## src/rtl/vx_alu_commit_merge.sv

```systemverilog
// Reassembles partial-width ALU commit beats (pid/sop/eop tagged) into one full-width commit packet.
// Optional protocol checking is enabled by defining COMMIT_MERGE_CHECK_EN.
module vx_alu_commit_merge #(
  parameter int NUM_LANES   = 4,
  parameter int NUM_THREADS = 16,
  parameter int XLEN        = 32,
  parameter int UUID_W      = 44,
  parameter int NW_W        = 2,
  parameter int PC_W        = 30,
  parameter int NR_W        = 6,
  localparam int NUM_GRPS   = NUM_THREADS / NUM_LANES,
  localparam int PID_W      = (NUM_GRPS > 1) ? $clog2(NUM_GRPS) : 1
) (
  input  logic                        clk,
  input  logic                        reset,
  input  logic                        in_valid,
  output logic                        in_ready,
  input  logic [UUID_W-1:0]           in_uuid,
  input  logic [NW_W-1:0]             in_wid,
  input  logic [NUM_LANES-1:0]        in_tmask,
  input  logic [PC_W-1:0]             in_pc,
  input  logic [NR_W-1:0]             in_rd,
  input  logic                        in_wb,
  input  logic [NUM_LANES*XLEN-1:0]   in_data,
  input  logic [PID_W-1:0]            in_pid,
  input  logic                        in_sop,
  input  logic                        in_eop,
  output logic                        out_valid,
  input  logic                        out_ready,
  output logic [UUID_W-1:0]           out_uuid,
  output logic [NW_W-1:0]             out_wid,
  output logic [NUM_THREADS-1:0]      out_tmask,
  output logic [PC_W-1:0]             out_pc,
  output logic [NR_W-1:0]             out_rd,
  output logic                        out_wb,
  output logic [NUM_THREADS*XLEN-1:0] out_data,
  output logic                        err
);

  typedef enum logic [0:0] {IDLE = 1'b0, ACCUM = 1'b1} state_t;

  state_t                      state_r, state_nxt_s;
  logic [UUID_W-1:0]           hdr_uuid_r, hdr_uuid_s;
  logic [NW_W-1:0]             hdr_wid_r, hdr_wid_s;
  logic [PC_W-1:0]             hdr_pc_r, hdr_pc_s;
  logic [NR_W-1:0]             hdr_rd_r, hdr_rd_s;
  logic                        hdr_wb_r, hdr_wb_s;
  logic [NUM_THREADS-1:0]      acc_tmask_r, mrg_tmask_s;
  logic [NUM_THREADS*XLEN-1:0] acc_data_r, mrg_data_s;
  logic [XLEN-1:0]             lane_s [NUM_LANES];
  logic [NUM_GRPS-1:0]         hit_s;
  logic                        fire_s, start_s, sop_s, eop_s, pid_ok_s, err_set_s;

  // A single-group configuration treats every beat as a complete instruction.
  assign sop_s    = (NUM_GRPS == 1) | in_sop;
  assign eop_s    = (NUM_GRPS == 1) | in_eop;
  assign start_s  = sop_s | (state_r == IDLE);
  assign pid_ok_s = (NUM_GRPS == 1) || (int'(in_pid) < NUM_GRPS);
  assign in_ready = ~eop_s | ~out_valid | out_ready;
  assign fire_s   = in_valid & in_ready;

  assign hdr_uuid_s = start_s ? in_uuid : hdr_uuid_r;
  assign hdr_wid_s  = start_s ? in_wid  : hdr_wid_r;
  assign hdr_pc_s   = start_s ? in_pc   : hdr_pc_r;
  assign hdr_rd_s   = start_s ? in_rd   : hdr_rd_r;
  assign hdr_wb_s   = start_s ? in_wb   : hdr_wb_r;

  // Masked lane data and the lane-group slot selected by this beat
  always_comb begin
    for (int k = 0; k < NUM_LANES; k++) begin
      lane_s[k] = in_tmask[k] ? in_data[k*XLEN +: XLEN] : {XLEN{1'b0}};
    end
    for (int g = 0; g < NUM_GRPS; g++) begin
      hit_s[g] = pid_ok_s && ((NUM_GRPS == 1) || (int'(in_pid) == g));
    end
  end

  // Merge this beat's lanes over the (possibly cleared) partial
  always_comb begin
    mrg_tmask_s = start_s ? {NUM_THREADS{1'b0}} : acc_tmask_r;
    mrg_data_s  = start_s ? {(NUM_THREADS*XLEN){1'b0}} : acc_data_r;
    for (int g = 0; g < NUM_GRPS; g++) begin
      for (int k = 0; k < NUM_LANES; k++) begin
        mrg_tmask_s[g*NUM_LANES+k] = hit_s[g] ? in_tmask[k] : mrg_tmask_s[g*NUM_LANES+k];
        mrg_data_s[(g*NUM_LANES+k)*XLEN +: XLEN] =
          hit_s[g] ? lane_s[k] : mrg_data_s[(g*NUM_LANES+k)*XLEN +: XLEN];
      end
    end
  end

  // Next-state logic
  always_comb begin
    state_nxt_s = state_r;
    if (fire_s) begin
      state_nxt_s = eop_s ? IDLE : ACCUM;
    end else begin
      state_nxt_s = state_r;
    end
  end

  // State register
  always_ff @(posedge clk or posedge reset) begin
    if (reset) state_r <= IDLE;
    else       state_r <= state_nxt_s;
  end

  // Accumulation register: header and partial lanes
  always_ff @(posedge clk or posedge reset) begin
    if (reset) begin
      hdr_uuid_r  <= {UUID_W{1'b0}};
      hdr_wid_r   <= {NW_W{1'b0}};
      hdr_pc_r    <= {PC_W{1'b0}};
      hdr_rd_r    <= {NR_W{1'b0}};
      hdr_wb_r    <= 1'b0;
      acc_tmask_r <= {NUM_THREADS{1'b0}};
      acc_data_r  <= {(NUM_THREADS*XLEN){1'b0}};
    end else if (fire_s) begin
      hdr_uuid_r  <= hdr_uuid_s;
      hdr_wid_r   <= hdr_wid_s;
      hdr_pc_r    <= hdr_pc_s;
      hdr_rd_r    <= hdr_rd_s;
      hdr_wb_r    <= hdr_wb_s;
      acc_tmask_r <= mrg_tmask_s;
      acc_data_r  <= mrg_data_s;
    end
  end

  // Output register; drain and reload may happen in the same cycle
  always_ff @(posedge clk or posedge reset) begin
    if (reset) begin
      out_valid <= 1'b0;
      out_uuid  <= {UUID_W{1'b0}};
      out_wid   <= {NW_W{1'b0}};
      out_pc    <= {PC_W{1'b0}};
      out_rd    <= {NR_W{1'b0}};
      out_wb    <= 1'b0;
      out_tmask <= {NUM_THREADS{1'b0}};
      out_data  <= {(NUM_THREADS*XLEN){1'b0}};
    end else if (fire_s && eop_s) begin
      out_valid <= 1'b1;
      out_uuid  <= hdr_uuid_s;
      out_wid   <= hdr_wid_s;
      out_pc    <= hdr_pc_s;
      out_rd    <= hdr_rd_s;
      out_wb    <= hdr_wb_s;
      out_tmask <= mrg_tmask_s;
      out_data  <= mrg_data_s;
    end else if (out_ready) begin
      out_valid <= 1'b0;
    end
  end

`ifdef COMMIT_MERGE_CHECK_EN
  logic [NUM_GRPS-1:0] written_r, written_base_s;

  assign written_base_s = start_s ? {NUM_GRPS{1'b0}} : written_r;
  assign err_set_s = fire_s & (((state_r == ACCUM) & sop_s) |
                               ((state_r == IDLE) & ~sop_s) |
                               ((state_r == ACCUM) & ((in_wid != hdr_wid_r) | (in_uuid != hdr_uuid_r))) |
                               ~pid_ok_s |
                               (|(written_base_s & hit_s)));

  // Lane groups already delivered for the current instruction
  always_ff @(posedge clk or posedge reset) begin
    if (reset)       written_r <= {NUM_GRPS{1'b0}};
    else if (fire_s) written_r <= written_base_s | hit_s;
  end
`else
  assign err_set_s = 1'b0;
`endif

  // Sticky protocol error flag
  always_ff @(posedge clk or posedge reset) begin
    if (reset) err <= 1'b0;
    else       err <= err | err_set_s;
  end

endmodule
```

## config.mk

```make
export PLATFORM = sky130hd
export DESIGN_NAME = vx_alu_commit_merge
export DESIGN_NICKNAME = d
export VERILOG_FILES = /design/src/rtl/vx_alu_commit_merge.sv
export SDC_FILE = /design/constraint.sdc
export NUM_CORES = 2
export LEC_CHECK = 0
export ABC_CLOCK_PERIOD_IN_PS = 40200
export BUFFER_PORTS_ARGS = -buffer_cell sky130_fd_sc_hd__buf_2
export CAP_MARGIN = 25
export CORE_MARGIN = 3
export CORE_UTILIZATION = 30
export DETAILED_ROUTE_END_ITERATION = 10
export PLACE_DENSITY_LB_ADDON = 0.08
export SYNTH_ARGS = -nofsm -noshare
export SYNTH_HDL_FRONTEND = slang
export SYNTH_SLANG_ARGS = --single-unit
```

## constraint.sdc

```tcl
create_clock -name clk -period 40.2 [get_ports clk]
set_input_delay 2.01 -clock clk [delete_from_list [all_inputs] [get_ports clk]]
set_output_delay 2.01 -clock clk [all_outputs]
set_load 0.02 [all_outputs]
```

==> results.toml <==
[power_and_ir_drop]
p_per_area_mw_per_mm2 = 55.6
ir_worst_vdd_mv = 0.0376
power.leakage_uw = 0.0281

[logic_synthesis]
yosysTopAreaCellShare_pct = 58.0
synth_cell_type_count = 25
ys_warn_count = 0
yosysTopAreaCell = "dfrtp_1"
netlist_area_sq_mm = 0.0528
yosys-top-cells-area = "dfrtp_1, o2bb2ai_1, o22a_1"
synth_area_per_cell_sq_um = 11.4
syn_inst = 4613
ys_seq_area_share_pct = 58.0
ys_ff_latch = 1224
syn_nets = 4836

[routing]
vias = 43100
antenna_left = 0
viasPerCell = 5.69
drc = 0
drt_iter0_markers = 3028
route.detailed.wl_per_inst_um = 28.9
wl_mm = 219
firstDrtPassIters = 5

[sta]
setup_violations = 0
max_freq_mhz = 163
min_period_ns = 6.13
tns_ns = 0
clock_skew_ns = 0.0238
hold_violations = 0
worstMarginPinSlew_ns = 1.36
slew_violations = 0
rsz0062_at_grt = "false"
relSlewSlack_pct = 9.66
worst_slack_ns = 34.07
min_period_over_period_pct = 15.3

[floorplan]
dieArea_sq_mm = 0.181
die_h_um = 426
start_util_pct = 30.3
core_area_sq_mm = 0.174
ios = 837
fp.dieW_um = 426
row_count = 153

[cells_and_area]
design_area_sq_mm = 0.0630
final_common_cell = "dfrtp_1"
most-common-layout-cells = "dfrtp_1, buf_2, o2bb2ai_1"
final_util_pct = 36.2
fill_cells = 17400
nNetsFinal = 5350
layout.cells.non_filler = 7577
syn_to_final_growth_pct = 19.4
drive_gt1_share_pct = 23.9

[cts]
cts_setup_buffers = 0
h-tree-depth = 4
cts_buffers = 148
cts_root_buffer = "clkbuf_16"
cts_max_path_buffers = 3
cts_tree = "done"
cts_resized = 0
holdBufCountCts = 0
clock-sinks = 1224
clk_latency_ns = 0.78
clkTransAtPathRegs_ns = 0.06

[placement]
numPortBuffers = 835
placedCellCount = 7300
placed_cell_area_sq_mm = 0.0582
dp_hpwl_mm = 129
place_ws_ns = 33.43
gp_congestion = 0.784

[setup_path]
crit_fanout = 176
cp.required_ns = 40.79
arrival_ns = 6.72
startpoint_type = "input pin"
worst-setup-path-type = "in2reg"
end_kind = "flip-flop"

[global_routing]
grt_use_met2_pct = 37.0
grt_pass1_vias = 43300
antenna_found_initial = 37
grt_pass1_wl_mm = 321
grt_util_met3_pct = 4.51
grt_max_degree = 177
use_met1_pct = 31.7
overflow = 0
grt_use_total_pct = 23.6
top_usage_layer = "met2"

[status]
status = "finished clean"

[flow_run]
maxCapViolations = 0

[min_path]
hold_path.class = "reg2reg"
==> Yosys cell counts, drive strengths merged <==
cell type  number
and2            3
o22a          384
nand2         313
inv             1
and3          388
mux2           83
a22o           16
dfrtp        1224
nand3b          1
o2bb2ai       512
a31oi         227
o211ai        388
conb            1
nor2b           3
a21oi         228
nand2b          4
nand3         277
buf           225
or2             1
nor2            2
clkbuf        332
==> routing by layer <==
layer  vias up  share of wire [%]
met3       350                5.2
met2      1262                 47
met1     22700                 43
met5         -               0.11
li1      18800                  -
met4        34                4.5
==> path summary, 6_finish.rpt <==
path                                                  from                          to  slack, ns  cells after the start
worst max-delay path                              in_valid   out_data[454]$_DFFE_PP0P_      34.07                      7
worst min-delay path            acc_data_r[66]$_DFFE_PP0P_  acc_data_r[66]$_DFFE_PP0P_       0.48                      1
worst max register to register       out_valid$_DFFE_PP0P_   out_data[454]$_DFFE_PP0P_      35.38                      6
worst min register to register  acc_data_r[66]$_DFFE_PP0P_  acc_data_r[66]$_DFFE_PP0P_       0.48                      1
max in group asynchronous                            reset   acc_data_r[2]$_DFFE_PP0P_      35.96                      5
min in group asynchronous                            reset   out_data[287]$_DFFE_PP0P_       1.32                      2
==> critical path, stage by stage <==
cell,delay [ns]
buf_2,0.46
and2_4,0.50
and2_4,0.67
buf_12,0.62
buf_4,0.87
buf_12,0.55
a31oi_1,0.18
==> registers in the layout, summed over array words and instances (netlist names), 2 cells and up <==
signal	cells
acc_data_r	512
out_data	512
hdr_uuid_r	44
out_uuid	44
hdr_pc_r	30
out_pc	30
acc_tmask_r	16
out_tmask	16
hdr_rd_r	6
out_rd	6
hdr_wid_r	2
out_wid	2
==> stage by stage <==
stage               hold WS [ns]  power, uW
global placement           0.462       2190
floorplan                  0.448       1890
finish                     0.475       3500
global route               0.488       3660
CTS                        0.480       3560
detailed placement         0.465       2200
==> layout make-up <==
class | instances | area [sq um] | share of cell area, %
diodes | 12 | 30.0 | 0.0476
clock buffers | 228 | 4500 | 7.14
clock inverters | 35 | 308 | 0.488
inverters | 1 | 11.3 | 0.0179
multi-input cells | 2831 | 19600 | 31.2
flip-flops and latches | 1224 | 30600 | 48.6
well taps | 2325 | 2910 | 4.61
repair buffers | 921 | 5010 | 7.95
==> logic make-up (layout without fill, tap and decap cells) <==
kind of cell           after synthesis  after routing  synth area share, %
other                                1             13              0.00710
buffers and inverters              558           1185                 5.08
and+or+nand+nor                    992            992                 9.61
AOI/OAI and AO/OA                 1755           1755                 25.5
muxes                               83             83                 1.77
DFF                               1224           1224                 58.0
==> where the power goes <==
group | internal (uW) | leakage (uW) | total [uW] | switching, uW
registers | 1380 | 0.0154 | 1500 | 112
clock network | 783 | 0.00237 | 1340 | 555
logic | 213 | 0.0104 | 670 | 457
Power figures use the tool's default switching activity.
